File: config.mk
export PLATFORM = sky130hd
export DESIGN_NAME = spi_slave_flat
export DESIGN_NICKNAME = d
export VERILOG_FILES = /design/src/rtl/spi_slave_if.sv /design/src/rtl/spi_slave.sv /design/src/flat_wrapper.sv
export SDC_FILE = /design/constraint.sdc
export NUM_CORES = 1
export LEC_CHECK = 0
export ABC_AREA = 1
export BUFFER_PORTS_ARGS = -buffer_cell sky130_fd_sc_hd__buf_2
export CAP_MARGIN = 25
export CELL_PAD_IN_SITES_DETAIL_PLACEMENT = 0
export CELL_PAD_IN_SITES_GLOBAL_PLACEMENT = 2
export CORE_ASPECT_RATIO = 0.9
export CORE_MARGIN = 4
export CORE_UTILIZATION = 33
export CTS_CLUSTER_DIAMETER = 50
export DETAILED_ROUTE_END_ITERATION = 6
export GPL_ROUTABILITY_DRIVEN = 0
export PLACE_DENSITY = 0.88
export SETUP_SLACK_MARGIN = 0.02
export SYNTH_ARGS = -nofsm -noshare
export SYNTH_HDL_FRONTEND = slang
export SYNTH_SLANG_ARGS = --single-unit
File: constraint.sdc
create_clock -name clk -period 1.64 [get_ports clk]
set_input_delay 0.328 -clock clk [delete_from_list [all_inputs] [get_ports clk]]
set_output_delay 0.328 -clock clk [all_outputs]
set_load 0.005 [all_outputs]
File: src/rtl/spi_slave_if.sv
// Bus bundle between the SPI responder and its surroundings: SPI pins plus the
// CPU-side data/status words.
interface spi_slave_if;
  logic        SCLK;
  logic        MOSI;
  logic        SS;
  logic        MISO;
  logic        miso_oe;
  logic        wordsize;
  logic [31:0] dataTx;
  logic        load;
  logic        txrdy;
  logic [31:0] dataRx;
  logic        rdy;
  logic        done;
  logic        ovr;

  modport slave (
    input  SCLK, MOSI, SS, wordsize, dataTx, load, done,
    output MISO, miso_oe, txrdy, dataRx, rdy, ovr
  );

  modport master (
    output SCLK, MOSI, SS, wordsize, dataTx, load, done,
    input  MISO, miso_oe, txrdy, dataRx, rdy, ovr
  );
endinterface

File: src/rtl/spi_slave.sv
// SPI mode-0 responder, MSB first, 8- or 32-bit words. SCLK/MOSI/SS are
// oversampled in the clk domain; CPU side mirrors the SPI master's data/status words.
module spi_slave #(
  parameter int SYNC_STAGES = 2
) (
  input logic      clk,
  input logic      rst,
  spi_slave_if.slave bus
);

  typedef enum logic [1:0] {
    WAITHI = 2'd0,
    IDLE   = 2'd1,
    LOAD   = 2'd2,
    SHIFT  = 2'd3
  } state_t;

  state_t state_r, state_next_s;

  logic [SYNC_STAGES-1:0] sclk_sync_r, mosi_sync_r, ss_sync_r;
  logic        sclk_prev_r, mosi_prev_r, ss_prev_r;
  logic        sclk_s, ss_s, sclk_rise_s, sclk_fall_s, ss_fall_s;
  logic        ws_r;
  logic [4:0]  cnt_r, last_cnt_s;
  logic [31:0] shift_r, txbuf_r, data_rx_r, shifted_s, reload_s;
  logic        txrdy_r, rdy_r, ovr_r, miso_r, miso_oe_r;
  logic        load_state_s, word_done_s, consume_s;

  assign sclk_s      = sclk_sync_r[SYNC_STAGES-1];
  assign ss_s        = ss_sync_r[SYNC_STAGES-1];
  assign sclk_rise_s = sclk_s & ~sclk_prev_r;
  assign sclk_fall_s = ~sclk_s & sclk_prev_r;
  assign ss_fall_s   = ~ss_s & ss_prev_r;

  assign load_state_s = (state_r == LOAD);
  assign last_cnt_s   = ws_r ? 5'd31 : 5'd7;
  assign shifted_s    = {shift_r[30:0], mosi_prev_r};
  assign word_done_s  = (state_r == SHIFT) && !ss_s && sclk_rise_s && (cnt_r == last_cnt_s);
  // Holding register is handed to the shifter at SS fall and at every word boundary.
  assign consume_s    = (load_state_s || word_done_s) && !txrdy_r;
  assign reload_s     = txrdy_r ? 32'hFFFF_FFFF : txbuf_r;

  // Input synchronisers followed by one edge-detect register per pin.
  always_ff @(posedge clk) begin
    if (rst) begin
      sclk_sync_r <= {SYNC_STAGES{1'b0}};
      mosi_sync_r <= {SYNC_STAGES{1'b0}};
      ss_sync_r   <= {SYNC_STAGES{1'b0}};
      sclk_prev_r <= 1'b0;
      mosi_prev_r <= 1'b0;
      ss_prev_r   <= 1'b0;
    end else begin
      sclk_sync_r <= {sclk_sync_r[SYNC_STAGES-2:0], bus.SCLK};
      mosi_sync_r <= {mosi_sync_r[SYNC_STAGES-2:0], bus.MOSI};
      ss_sync_r   <= {ss_sync_r[SYNC_STAGES-2:0], bus.SS};
      sclk_prev_r <= sclk_s;
      mosi_prev_r <= mosi_sync_r[SYNC_STAGES-1];
      ss_prev_r   <= ss_s;
    end
  end

  // FSM state register.
  always_ff @(posedge clk) begin
    if (rst) state_r <= WAITHI;
    else     state_r <= state_next_s;
  end

  // FSM next-state logic; WAITHI keeps us from joining a transfer mid-word.
  always_comb begin
    state_next_s = state_r;
    case (state_r)
      WAITHI: if (ss_s) state_next_s = IDLE;  else state_next_s = WAITHI;
      IDLE:   if (ss_fall_s) state_next_s = LOAD; else state_next_s = IDLE;
      LOAD:   state_next_s = SHIFT;
      SHIFT:  if (ss_s) state_next_s = IDLE;  else state_next_s = SHIFT;
      default: state_next_s = WAITHI;
    endcase
  end

  // Shift datapath and MISO driver.
  always_ff @(posedge clk) begin
    if (rst) begin
      ws_r      <= 1'b0;
      cnt_r     <= 5'd0;
      shift_r   <= 32'd0;
      miso_r    <= 1'b1;
      miso_oe_r <= 1'b0;
    end else begin
      miso_oe_r <= (state_next_s == LOAD) || (state_next_s == SHIFT);
      if (load_state_s) begin
        ws_r    <= bus.wordsize;
        cnt_r   <= 5'd0;
        shift_r <= reload_s;
        miso_r  <= bus.wordsize ? reload_s[31] : reload_s[7];
      end else if ((state_r == SHIFT) && !ss_s) begin
        if (sclk_rise_s) begin
          if (word_done_s) begin
            shift_r <= reload_s;
            cnt_r   <= 5'd0;
          end else begin
            shift_r <= shifted_s;
            cnt_r   <= cnt_r + 5'd1;
          end
        end else if (sclk_fall_s) begin
          miso_r <= ws_r ? shift_r[31] : shift_r[7];
        end
      end
    end
  end

  // CPU-side holding/status registers; a fresh load wins over a same-clk consume.
  always_ff @(posedge clk) begin
    if (rst) begin
      txbuf_r   <= 32'd0;
      txrdy_r   <= 1'b1;
      data_rx_r <= 32'd0;
      rdy_r     <= 1'b0;
      ovr_r     <= 1'b0;
    end else begin
      if (bus.load) begin
        txbuf_r <= bus.dataTx;
        txrdy_r <= 1'b0;
      end else if (consume_s) begin
        txrdy_r <= 1'b1;
      end
      if (word_done_s) begin
        data_rx_r <= ws_r ? shifted_s : {24'd0, shifted_s[7:0]};
        rdy_r     <= 1'b1;
      end else if (bus.done) begin
        rdy_r <= 1'b0;
      end
      if (word_done_s && rdy_r && !bus.done) ovr_r <= 1'b1;
      else if (bus.done && !word_done_s)     ovr_r <= 1'b0;
    end
  end

  assign bus.MISO    = miso_r;
  assign bus.miso_oe = miso_oe_r;
  assign bus.txrdy   = txrdy_r;
  assign bus.dataRx  = data_rx_r;
  assign bus.rdy     = rdy_r;
  assign bus.ovr     = ovr_r;

endmodule
File: src/flat_wrapper.sv
// flat-port wrapper written by rule: the top's interface ports become plain ports
module spi_slave_flat 
#(
  parameter int SYNC_STAGES = 2
)
  (clk, rst, bus_SCLK, bus_MOSI, bus_SS, bus_wordsize, bus_dataTx, bus_load, bus_done, bus_MISO, bus_miso_oe, bus_txrdy, bus_dataRx, bus_rdy, bus_ovr);
  spi_slave_if bus_i ();
  input logic clk;
  input logic rst;
  input wire logic [$bits(bus_i.SCLK)-1:0] bus_SCLK;
  input wire logic [$bits(bus_i.MOSI)-1:0] bus_MOSI;
  input wire logic [$bits(bus_i.SS)-1:0] bus_SS;
  input wire logic [$bits(bus_i.wordsize)-1:0] bus_wordsize;
  input wire logic [$bits(bus_i.dataTx)-1:0] bus_dataTx;
  input wire logic [$bits(bus_i.load)-1:0] bus_load;
  input wire logic [$bits(bus_i.done)-1:0] bus_done;
  output wire logic [$bits(bus_i.MISO)-1:0] bus_MISO;
  output wire logic [$bits(bus_i.miso_oe)-1:0] bus_miso_oe;
  output wire logic [$bits(bus_i.txrdy)-1:0] bus_txrdy;
  output wire logic [$bits(bus_i.dataRx)-1:0] bus_dataRx;
  output wire logic [$bits(bus_i.rdy)-1:0] bus_rdy;
  output wire logic [$bits(bus_i.ovr)-1:0] bus_ovr;
  assign bus_i.SCLK = bus_SCLK;
  assign bus_i.MOSI = bus_MOSI;
  assign bus_i.SS = bus_SS;
  assign bus_i.wordsize = bus_wordsize;
  assign bus_i.dataTx = bus_dataTx;
  assign bus_i.load = bus_load;
  assign bus_i.done = bus_done;
  assign bus_MISO = bus_i.MISO;
  assign bus_miso_oe = bus_i.miso_oe;
  assign bus_txrdy = bus_i.txrdy;
  assign bus_dataRx = bus_i.dataRx;
  assign bus_rdy = bus_i.rdy;
  assign bus_ovr = bus_i.ovr;
  spi_slave #(.SYNC_STAGES(SYNC_STAGES)) u_core (.clk(clk), .rst(rst), .bus(bus_i));
endmodule
==> qor.yml <==
pwr:
  power.static_leakage_nw: 2.57
  ir_worst_vdd_mv: 0.693
  powerDensity_nw_per_um2: 1060
floorplanning:
  initial_core_util: 0.341
  die_w_um: 136
  die-area_um2: 16700
  fp-row-count: 41
  fp.coreArea_um2: 14200
  pin_count: 77
  fp.dieH_um: 123
timing:
  drv_slew: 0
  rsz0062_at_grt: "false"
  fmax_ghz: 0.656
  fin_ws_ns: 0.115
  min_period_ns: 1.53
  slew_headroom: 0.746
  hold_viol: 0
  holdWs_ns: 0.121
  clock_skew_ns: 0.00687
  worst_slew_pin_slew_ns: 0.376
  setup_viol_count_final: 0
  finalCritPeriodShare: 0.930
cells_and_area:
  multi_input_comb_area_um2: 2070
  area_growth_syn_to_layout_pct: 28.6
  seqCellArea_um2: 2370
  fillers: 1474
  final_area_um2: 6230
  fin_nets: 729
  diodes: 0
  layout-drive-gt1-share: 0.252
status:
  outcome: "finished clean"
worst_hold_path:
  timing.hold.worst_path_depth: 3
  holdCritPathClass: "primary input to flip-flop"
  whs_endpoint: "u_core.sclk_sync_r[0]"
  hp-start: "bus_SCLK"
synth:
  ys_warn_count: 0
  synthTopCellsByArea: "dfxtp_1 49%, a21oi_1 7.7%, o21ai_0 7.7%"
  avgSynthCellArea_um2: 7.95
  ys_seq_elements: 118
  ys_seq_area_frac: 0.488
  synth_top_area_share: 0.488
  synth_cell_types: 32
  syn_inst: 609
  synth_top_area_cell: "dfxtp_1"
  syn_area_um2: 4840
  synth_fp_nets: 650
route:
  drc: 0
  wl_mm: 12.9
  drt-wirelength-per-cell_um: 14.5
  first_iter_violations: 251
  drt_first_pass_iters: 5
  ant_nets: 0
  routed-via-count: 4265
  vias_per_cell: 4.78
grt:
  use_met2: 0.249
  grt-ovfl-total: 0
  use_met3: 0.0557
  grt_pass1_vias: 4199
  grt_usage: 0.162
  gr-usage-met1: 0.213
  antenna_found_initial: 0
  grt-busiest-layer: "met2"
  grt_max_degree: 63
  grt_first_pass_wirelength_mm: 20.9
cts:
  cts_sinks: 118
  clk_pin_slew_ns: 0.05
  cts_buffers: 17
  insertion_delay_ns: 0.41
  htreeDepth: 4
  cts_buffer_depth: 2
  cts_tree: "yes"
  clock-root-buffer: "clkbuf_16"
  cts_hold_buffers: 0
critical_path:
  critPathKind: "flip-flop to flip-flop"
  worst_r2r_path_depth: 11
  r2r-start: "u_core.cnt_r[0]"
  timing.rr.end: "u_core.bus.dataRx[18]"
  worstPathArrival_ns: 1.86
  end_kind: "flip-flop"
  cp.required_ns: 1.98
  startpoint_type: "flip-flop"
  cp_max_fo: 10
  ff2ff_setup_slack_ns: 0.11
placement:
  dpl.hpwl_mm: 8.02
  io_buffers: 76
  place_ws_ns: -0.0224
  dpl_cell_area_um2: 5480
flow_run:
  drv_cap: 0
-- cells in the mapped netlist --
| library cell | instances |
|---|---|
| a21oi_2 | 19 |
| buf_6 | 6 |
| nor2_1 | 40 |
| nand3b_2 | 1 |
| or2_2 | 1 |
| dfxtp_1 | 118 |
| nor3_1 | 3 |
| buf_2 | 10 |
| o211ai_1 | 1 |
| ha_1 | 1 |
| a211oi_1 | 1 |
| o21ai_1 | 4 |
| clkbuf_1 | 22 |
| nand3b_1 | 28 |
| nand2_1 | 69 |
| nand3_4 | 1 |
| a21oi_1 | 75 |
| nand2_2 | 2 |
| buf_4 | 5 |
| nor2_2 | 2 |
| nand3_1 | 57 |
| nand2_4 | 1 |
| inv_1 | 52 |
| o21ai_0 | 75 |
| clkinv_1 | 1 |
| buf_1 | 4 |
| inv_2 | 3 |
| xor2_1 | 1 |
| nand4_1 | 2 |
| a31oi_1 | 2 |
| xnor2_1 | 1 |
| nor2_8 | 1 |
-- placed cells by master, fill, tap and decap left out, drive strengths merged --
master	netlist	routed
a211oi	1	1
a21oi	94	94
a31oi	2	2
buf	25	105
clkbuf	22	28
clkinv	1	6
dfxtp	118	118
ha	1	1
inv	55	54
nand2	72	72
nand3	58	58
nand3b	29	29
nand4	2	2
nor2	43	43
nor3	3	3
o211ai	1	1
o21ai	79	79
or2	1	1
xnor2	1	1
xor2	1	1
-- per-layer routing --
layer	share of wire	wire, um
met5	0	0
met3	0.046	594
met2	0.45	5840
met1	0.49	6380
met4	0.010	130
-- cell families (layout without fill, tap and decap cells) --
family                     Yosys count  count (layout)  share of synthesized area
xor gates and xnor gates             2               2                    0.00362
buffers and inverters              103             193                     0.0956
DFF                                118             118                      0.488
AOI/OAI and AO/OA                  177             177                      0.199
adders and majority gates            1               1                    0.00258
and+or+nand+nor                    208             208                      0.211
-- cell type report --
class,instances,share of cell area
clock buffer,26,0.0818
clock inverter,4,0.00321
inverter,56,0.0358
multi-input combinational,388,0.332
sequential,118,0.380
tap,193,0.0388
timing repair buffer,107,0.128
-- flip-flops by register name, indices dropped and copies added, names as in the netlist --
signal / cells
u_core.bus.dataRx: 32
u_core.bus.miso_oe: 1
u_core.bus.MISO: 1
u_core.bus.txrdy: 1
u_core.state_r: 2
u_core.cnt_r: 5
u_core.txbuf_r: 32
u_core.ss_prev_r: 1
u_core.bus.ovr: 1
u_core.mosi_prev_r: 1
u_core.sclk_prev_r: 1
u_core.shift_r: 32
u_core.ss_sync_r: 2
u_core.ws_r: 1
u_core.mosi_sync_r: 2
u_core.bus.rdy: 1
u_core.sclk_sync_r: 2
-- where the power goes --
group	leakage [nW]	switching (W)	internal [W]
registers	0.963	0.0000272	0.00295
clock network	0.266	0.00121	0.00210
logic	1.34	0.000199	0.000114
total	2.57	0.00143	0.00516
-- what timing repair did --
item | CTS | global route
endpoints found under the setup margin | 24 | 64
buffers inserted | 2 | 3
resized for setup | 8 | 17
gates cloned | 2 | 2
pin swaps | 6 | 10
-- critical path, cell delays in order (launching register included) --
cell      delay [ns]
dfxtp_4         0.36
ha_4            0.13
nand2_1         0.05
inv_1           0.06
nand2_2         0.06
nor2_4          0.10
nand2_4         0.09
buf_12          0.15
clkinv_8        0.08
buf_16          0.14
nand3_1         0.08
a21oi_1         0.14
-- through the flow --
| stage | std cells | util | power, W | TNS, ns |
|---|---|---|---|---|
| finish | 892 | 0.438 | 0.00659 | 0 |
| global route | 892 | 0.438 | 0.00686 | 0 |
| CTS | 887 | 0.430 | 0.00667 | 0 |
| detailed placement | 853 | 0.385 | 0.00335 | -0.159 |
| global placement | 853 | 0.385 | 0.00334 | 0 |
| floorplan | 609 | - | 0.00322 | 0 |
-- worst max-delay path by stage --
stage | start | to | slack [ns] | cells past startpoint
final | u_core.cnt_r[0] | u_core.bus.dataRx[18] | 0.11 | 11
after global routing | u_core.cnt_r[1] | u_core.bus.dataRx[10] | 0.02 | 11
after CTS | u_core.cnt_r[1] | u_core.shift_r[17] | 0.02 | 11
after detailed placement | u_core.cnt_r[0] | u_core.bus.dataRx[11] | -0.02 | 11
after global placement | u_core.cnt_r[0] | u_core.bus.dataRx[10] | 0.01 | 11
after floorplan | u_core.cnt_r[0] | u_core.shift_r[16] | 0.16 | 11
Note: power is estimated with default switching activity, not from simulation.
